### src/rtl/stereo_line_arbiter.sv
// Stereo line arbiter: locks two AXI4-Stream cameras to a common SOF and
// forwards whole lines alternately (s0, s1, s0, ...) on one tagged output stream.
module stereo_line_arbiter #(
   parameter int unsigned LINES_PER_FRAME = 720,
   parameter int unsigned TIMEOUT_CYCLES  = 65535
) (
   input  logic        m_axis_video_aclk,
   input  logic        m_axis_video_aresetn,
   input  logic        enable,
   input  logic [15:0] s0_axis_video_tdata,
   input  logic        s0_axis_video_tvalid,
   output logic        s0_axis_video_tready,
   input  logic        s0_axis_video_tuser,
   input  logic        s0_axis_video_tlast,
   input  logic [15:0] s1_axis_video_tdata,
   input  logic        s1_axis_video_tvalid,
   output logic        s1_axis_video_tready,
   input  logic        s1_axis_video_tuser,
   input  logic        s1_axis_video_tlast,
   output logic [15:0] m_axis_video_tdata,
   output logic        m_axis_video_tvalid,
   input  logic        m_axis_video_tready,
   output logic        m_axis_video_tuser,
   output logic        m_axis_video_tlast,
   output logic        m_axis_video_tdest,
   output logic        locked,
   output logic [15:0] frame_cnt,
   output logic [7:0]  err_cnt
);

   localparam int unsigned DW = 16;
   localparam int unsigned TW = 16;
   localparam int unsigned EW = 8;
   localparam int unsigned LW = (LINES_PER_FRAME > 1) ? $clog2(LINES_PER_FRAME) : 1;
   localparam logic [LW-1:0] LAST_LINE = LW'(LINES_PER_FRAME - 1);
   localparam logic [TW-1:0] IDLE_LIMIT = TW'(TIMEOUT_CYCLES - 1);

   typedef enum logic [1:0] {SYNC, SEND0, SEND1} state_t;

   state_t        state, state_nx;
   logic [LW-1:0] line_idx, line_nx;
   logic [TW-1:0] idle_cnt, idle_nx;
   logic [DW-1:0] frame_nx;
   logic [EW-1:0] err_nx;
   logic          held0, held0_nx, held1, held1_nx;
   logic          first, first_nx;

   logic          sel;
   logic [DW-1:0] src_data;
   logic          src_valid, src_user, src_last, sof_ok;

   // Source mux for the line currently being forwarded
   always_comb begin
      sel       = (state == SEND1);
      src_data  = sel ? s1_axis_video_tdata  : s0_axis_video_tdata;
      src_valid = sel ? s1_axis_video_tvalid : s0_axis_video_tvalid;
      src_user  = sel ? s1_axis_video_tuser  : s0_axis_video_tuser;
      src_last  = sel ? s1_axis_video_tlast  : s0_axis_video_tlast;
      sof_ok    = (src_user == (line_idx == '0));
   end

   // Next-state and pass-through datapath
   always_comb begin
      state_nx = state;
      line_nx  = line_idx;
      idle_nx  = idle_cnt;
      frame_nx = frame_cnt;
      err_nx   = err_cnt;
      held0_nx = held0;
      held1_nx = held1;
      first_nx = first;
      m_axis_video_tdata   = '0;
      m_axis_video_tvalid  = 1'b0;
      m_axis_video_tuser   = 1'b0;
      m_axis_video_tlast   = 1'b0;
      m_axis_video_tdest   = 1'b0;
      s0_axis_video_tready = 1'b0;
      s1_axis_video_tready = 1'b0;

      unique case (state)
         SYNC: begin
            // SOF beats are never accepted here; they wait at the input head
            s0_axis_video_tready = enable & ~held0 & ~s0_axis_video_tuser;
            s1_axis_video_tready = enable & ~held1 & ~s1_axis_video_tuser;
            held0_nx = held0 ? s0_axis_video_tvalid
                             : (enable & s0_axis_video_tvalid & s0_axis_video_tuser);
            held1_nx = held1 ? s1_axis_video_tvalid
                             : (enable & s1_axis_video_tvalid & s1_axis_video_tuser);
            if (held0 && held1 && enable) begin
               state_nx = SEND0;
               line_nx  = '0;
               held0_nx = 1'b0;
               held1_nx = 1'b0;
               first_nx = 1'b1;
               idle_nx  = '0;
            end
         end

         SEND0, SEND1: begin
            m_axis_video_tdest = sel;
            m_axis_video_tdata = src_data;
            m_axis_video_tlast = src_last;
            if (first && src_valid && !sof_ok) begin
               err_nx   = (err_cnt == '1) ? err_cnt : err_cnt + EW'(1);
               state_nx = SYNC;
            end else begin
               m_axis_video_tvalid = src_valid;
               m_axis_video_tuser  = ~sel & first & (line_idx == '0) & src_user;
               if (sel) s1_axis_video_tready = m_axis_video_tready;
               else     s0_axis_video_tready = m_axis_video_tready;
               if (src_valid && m_axis_video_tready) begin
                  idle_nx  = '0;
                  first_nx = src_last;
                  if (src_last && !sel) begin
                     state_nx = SEND1;
                  end else if (src_last) begin
                     state_nx = enable ? SEND0 : SYNC;
                     if (line_idx == LAST_LINE) begin
                        line_nx  = '0;
                        frame_nx = frame_cnt + DW'(1);
                     end else begin
                        line_nx = line_idx + LW'(1);
                     end
                  end
               end else if (!src_valid) begin
                  // Backpressure alone never advances the stall counter
                  if (idle_cnt == IDLE_LIMIT) begin
                     err_nx   = (err_cnt == '1) ? err_cnt : err_cnt + EW'(1);
                     state_nx = SYNC;
                  end else begin
                     idle_nx = idle_cnt + TW'(1);
                  end
               end
            end
         end

         default: state_nx = SYNC;
      endcase

      if (!m_axis_video_aresetn) begin
         m_axis_video_tdata   = '0;
         m_axis_video_tvalid  = 1'b0;
         m_axis_video_tuser   = 1'b0;
         m_axis_video_tlast   = 1'b0;
         m_axis_video_tdest   = 1'b0;
         s0_axis_video_tready = 1'b0;
         s1_axis_video_tready = 1'b0;
      end
   end

   // State register
   always_ff @(posedge m_axis_video_aclk) begin
      if (!m_axis_video_aresetn) begin
         state     <= SYNC;
         line_idx  <= '0;
         idle_cnt  <= '0;
         frame_cnt <= '0;
         err_cnt   <= '0;
         held0     <= 1'b0;
         held1     <= 1'b0;
         first     <= 1'b0;
         locked    <= 1'b0;
      end else begin
         state     <= state_nx;
         line_idx  <= line_nx;
         idle_cnt  <= idle_nx;
         frame_cnt <= frame_nx;
         err_cnt   <= err_nx;
         held0     <= held0_nx;
         held1     <= held1_nx;
         first     <= first_nx;
         locked    <= (state_nx != SYNC);
      end
   end

endmodule
### config.mk
export PLATFORM = sky130hd
export DESIGN_NAME = stereo_line_arbiter
export DESIGN_NICKNAME = d
export VERILOG_FILES = /design/src/rtl/stereo_line_arbiter.sv
export SDC_FILE = /design/constraint.sdc
export NUM_CORES = 1
export LEC_CHECK = 0
export ABC_AREA = 1
export CORE_UTILIZATION = 51
export DETAILED_ROUTE_END_ITERATION = 12
export PLACE_DENSITY = 0.81
export SLEW_MARGIN = 25
export SYNTH_ARGS = -nofsm -noshare
export SYNTH_HDL_FRONTEND = slang
export SYNTH_SLANG_ARGS = --single-unit
### constraint.sdc
create_clock -name m_axis_video_aclk -period 2.41 [get_ports m_axis_video_aclk]
set_input_delay 0.482 -clock m_axis_video_aclk [delete_from_list [all_inputs] [get_ports m_axis_video_aclk]]
set_output_delay 0.482 -clock m_axis_video_aclk [all_outputs]
set_load 0.01 [all_outputs]
### After elaboration in Yosys (flattened, before gate mapping)

Index checks and enable logic that the tools add are counted.

* add/sub/neg operators: 4
* eq/ne operators: 15
* multiplexer cells: 59
* bitwise operators: 18
* reductions and logical operators: 19

Operators by type and width (number)
* $mux W16: 8
* $mux W10: 6
* $mux W8: 5
* $add A16 B1 Y16 const B: 2
* $pmux W16 S2: 1
* $mux W1: 27
* $pmux W10 S2: 1
* $eq A16 B16 Y1 const B: 1
* $mux W2: 7
* $ne A2 B2 Y1 const B: 6
* $reduce_and A6 Y1: 2
* $and A1 B1 Y1: 11
* $add A10 B1 Y10 const B: 1
* $eq A10 B10 Y1 const B: 1
* $logic_not A10 Y1: 1
* $add A8 B1 Y8 const B: 1
* $eq A8 B8 Y1 const B: 1
* $reduce_and A4 Y1: 2
* $not A1 Y1: 7
* $logic_and A1 B1 Y1: 6
* $ne A3 B3 Y1 const B: 2
* $pmux W1 S2: 3
* $reduce_bool A2 Y1: 3
* $reduce_and A5 Y1: 1
* 8 further kinds: 9

* bits in registers: 56
* input port bits: 42
* output and inout port bits: 47
* word-level logic and storage cells: 124

### Logic depth before layout (Yosys ltp)

* depth after elaboration: 8
* depth in mapped cells: 15
* depth with buffers taken out: 14

### Worst setup path before layout

Ideal clock, no wire load.

* kind: register -> output
* from: reg state[1]
* to: out m_axis_video_tdata[10]
* arrival: 1.652 ns
* path slack: 0.276 ns
* cell stages (with the launch flop): 7
* cell sequence: dfxtp_1 inv_1 ha_1 buf_2 nand2_1 clkbuf_1 nor3_1

* cells in the longest elaborated chain, start to end: 4
* elaborated cells on any way between the ends: 6

Ends and longest elaborated chain
* from (decl): RTL line 40 `state_t state, state_nx;`
* from (signal assigned): RTL line 164 `state <= state_nx;`
* $eq A2 B2 Y1 / $eq A2 B1 Y1 (equally long branches): RTL line 54, 80
* $mux W16 / $reduce_or A2 Y1 (equally long branches): RTL line 55, 80
* $mux W16 *: RTL line 80 `unique case (state)`
* $mux W16 *: RTL line 140 `if (!m_axis_video_aresetn) begin`
* to (decl): RTL line 20 `output logic [15:0] m_axis_video_tdata,`

Mark *: on every way between the ends. The rest lies on a longest branch, timed or not.

### Final worst setup path

* from: reg state[1]
* to: out m_axis_video_tdata[8]

Same word-level chain as after synthesis.

==> results.tsv <==
stage	metric	value	unit
outcome	status	finished clean	
finish	utilization	0.7382	
min_path	hold_depth	2	
power	p_leak	2.447	nW
power	p_per_area	342.9	nW/um^2
setup_path	cp-start-kind	flip-flop	
synth	ys.flop_type	dfxtp_1	
sta	fmax	0.4277	GHz
cts	clock-root-buffer	clkbuf_8	
placement	numPortBuffers	88	
synth	synth_top_area_frac	0.2848	
cts	clk_pin_slew	0.11	ns
sta	tightest_slew	0.4361	ns
placement	dpl_cell_area	5205	um^2
sta	clock_skew	0.01071	ns
cts	postCtsHoldBufs	0	
grt	grt_pass1_wl	19030	um
synth	synth_top_area_cell	dfxtp_1	
synth	synthCells	660	
grt	grt_max_degree	33	
cts	cts_tree	done	
synth	ys_seq_area_frac	0.2848	
route	antenna_left	0	
cts	htreeDepth	2	
synth	yosysMostFrequentCell	nand2_1	
setup_path	cp.arrival	1.86	ns
die	rows	31	
sta	hold_viol	0	
finish	area.growth.synth_to_final	38.21	%
cts	clkSinkCount	56	
placement	place.gp.congestion	0.9378	
min_path	hold_class	reg -> reg	
synth	synthArstFlopShare	0	
cts	cts_inserted_buffers	5	
die	die_w	89.86	um
route	first_iter_violations	235	
die	start_util	0.5341	
finish	fin_cells	887	
die	floorplan.die_area	8074	um^2
die	coreArea	7370	um^2
finish	fin_area	5440	um^2
cts	worstSkewPairLatency	0.32	ns
die	fp.dieH	89.86	um
die	ios	89	
finish	insertedDiodeCount	0	
synth	synth.cell_area	3936	um^2
setup_path	cp_max_fo	13	
route	drc	0	
cts	post_cts.repair.setup_buffers	0	
power	power	0.001865	W
grt	antenna_found_initial	0	
setup_path	cp_data_required_time	1.93	ns
placement	hpwl	8167	um
sta	slew_headroom	0.7082	
synth	synthTopCellsByCount	nand2_1 (161), nor2_1 (125), inv_1 (101), dfxtp_1 (56), nand3_1 (52)	
placement	place_ws	-0.5407	ns
synth	syn-num-nets	712	
synth	syn_area_per_cell	5.964	um^2
synth	synth_edf_count	0	
sta	min_period_over_period	0.9702	
sta	drv_slew	0	
synth	synthTopCellsByArea	dfxtp_1 (28%), nand2_1 (15%), nor2_1 (12%)	
setup_path	rrSetupSlack	0.21	ns
setup_path	r2r_cells	9	
setup_path	max_stage_delay	0.37	ns
placement	dp_cells	879	
route	viasPerCell	5.206	
setup_path	rr_startpoint	state[1]	
route	wl_per_cell	12.61	um
power	vdd_drop_max	0.2935	mV
job	cap_violations	0	
synth	yosysUniqueCellTypes	36	
route	dr.pass1.iters	5	
setup_path	endpoint_kind	output port	
synth	ys_ff_latch	56	
route	wl	11190	um
synth	yosysWarnings	0	
grt	grt_pass1_vias	4336	
setup_path	crit_path_cell_trace	buf_4 > inv_1 > ha_4 > nand2_2 > buf_6 > nor3_1 > clkdlybuf4s15_2	
cts	clock_path_buffers	2	
setup_path	path_class	reg -> out	
sta	setup_slack	0.07177	ns
finish	final_nets	839	
setup_path	crit_slowest_cell	dfxtp_2	
min_path	holdPathEnd	held1	
sta	fin_crit	2.338	ns
grt	grt_overflow	0	
sta	setup_violations	0	
setup_path	r2r_end	line_idx[7]	
finish	layout-drive-gt1-share	0.1472	
grt	grt_usage	0.2789	
route	via_count	4618	
min_path	hold_start	held1	
-- kinds of logic after synthesis --
logic type	synth area share
fa+ha+maj	0.03179
flops	0.2848
compound gates	0.08360
xor+xnor	0.02447
buf+inv	0.1275
simple gates	0.4479
-- worst max-delay path, delay by kind of cell (launching register included) --
kind          cells  cell delay, ns
buf+inv           4            0.60
flops             1            0.37
fa+ha+maj         1            0.29
simple gates      2            0.26
-- metrics by stage --
step	hold WS, ns	setup TNS, ns
2_1_floorplan	0.4653	0
3_3_place_gp	0.4745	-5.723
3_5_place_dp	0.4913	-6.563
4_1_cts	0.5094	-0.02301
5_1_grt	0.5418	-0.04882
6_report	0.5133	0
-- power breakdown --
| group | switching [W] | internal, W |
|---|---|---|
| logic | 0.0000779 | 0.000102 |
| registers | 0.00000470 | 0.000930 |
| clock network | 0.000332 | 0.000419 |
| total | 0.000415 | 0.00145 |
-- metal layers --
metal  vias up  wire (um)  GRT usage
li1       2332          -          -
met1      2072       4869     0.3491
met2       185       5384     0.4872
met3        29        701    0.04484
met4         0        230    0.09274
met5         -          0          0
-- how the worst max path moves through the flow --
| stage | start | to | slack [ns] | depth (start not counted) |
|---|---|---|---|---|
| after floorplan | state[1] | m_axis_video_tdata[10] | 0.28 | 6 |
| after global routing | s1_axis_video_tuser | s1_axis_video_tready | -0.02 | 10 |
| after CTS | state[1] | m_axis_video_tdata[15] | -0.01 | 7 |
| after detailed placement | s0_axis_video_tuser | s1_axis_video_tready | -0.54 | 10 |
| after global placement | s0_axis_video_tuser | s1_axis_video_tready | -0.51 | 10 |
| final | state[1] | m_axis_video_tdata[8] | 0.07 | 7 |
-- area by class of cell --
cell class / count / area (um^2)
sequential: 56 / 1124
clock inverter: 3 / 68.82
tap: 99 / 123.9
fill: 623 / 1929
timing repair buffer: 138 / 1240
multi-input combinational: 482 / 2417
clock buffer: 5 / 68.82
inverter: 104 / 397.9
-- registers in the layout, indices dropped and copies added (netlist names) --
name and cells:
locked 1, line_idx 10, idle_cnt 16, frame_cnt 16, first 1, state 2, err_cnt 8, held0 1
held1 1
-- layout by cell type (no fill, tap or decap), types with 2 or more instances in the layout --
| master | netlist | layout |
|---|---|---|
| inv_1 | 101 | 98 |
| nor2_1 | 125 | 125 |
| dfxtp_1 | 56 | 54 |
| clkbuf_8 | 0 | 5 |
| inv_2 | 3 | 5 |
| nor3_1 | 26 | 20 |
| o21ai_0 | 19 | 18 |
| nand3_1 | 52 | 50 |
| xor2_1 | 7 | 7 |
| clkdlybuf4s50_1 | 0 | 65 |
| buf_4 | 2 | 48 |
| nand3_2 | 1 | 3 |
| nand4_1 | 20 | 20 |
| nor2_4 | 2 | 2 |
| buf_6 | 3 | 2 |
| a21oi_2 | 0 | 2 |
| o21ai_4 | 0 | 2 |
| dfxtp_2 | 0 | 2 |
| o21bai_1 | 7 | 7 |
| nand2_2 | 6 | 8 |
| nor3b_1 | 2 | 2 |
| ha_1 | 10 | 8 |
| buf_2 | 2 | 3 |
| clkbuf_2 | 0 | 5 |
| nor3_2 | 0 | 6 |
| ha_4 | 0 | 2 |
| bufinv_16 | 0 | 2 |
| xnor2_1 | 4 | 4 |
| clkdlybuf4s15_1 | 0 | 2 |
| dlymetal6s2s_1 | 0 | 2 |
| nand3_4 | 2 | 2 |
| a21oi_1 | 27 | 25 |
| nand2_1 | 161 | 158 |
| clkdlybuf4s15_2 | 0 | 10 |
-- repair_timing --
action / CTS / global route
setup endpoints to repair: 21 / 22
pin swaps: 0 / 5
cloned: 0 / 0
resized for setup: 63 / 34
No activity file was read; power rests on OpenSTA's default activity.
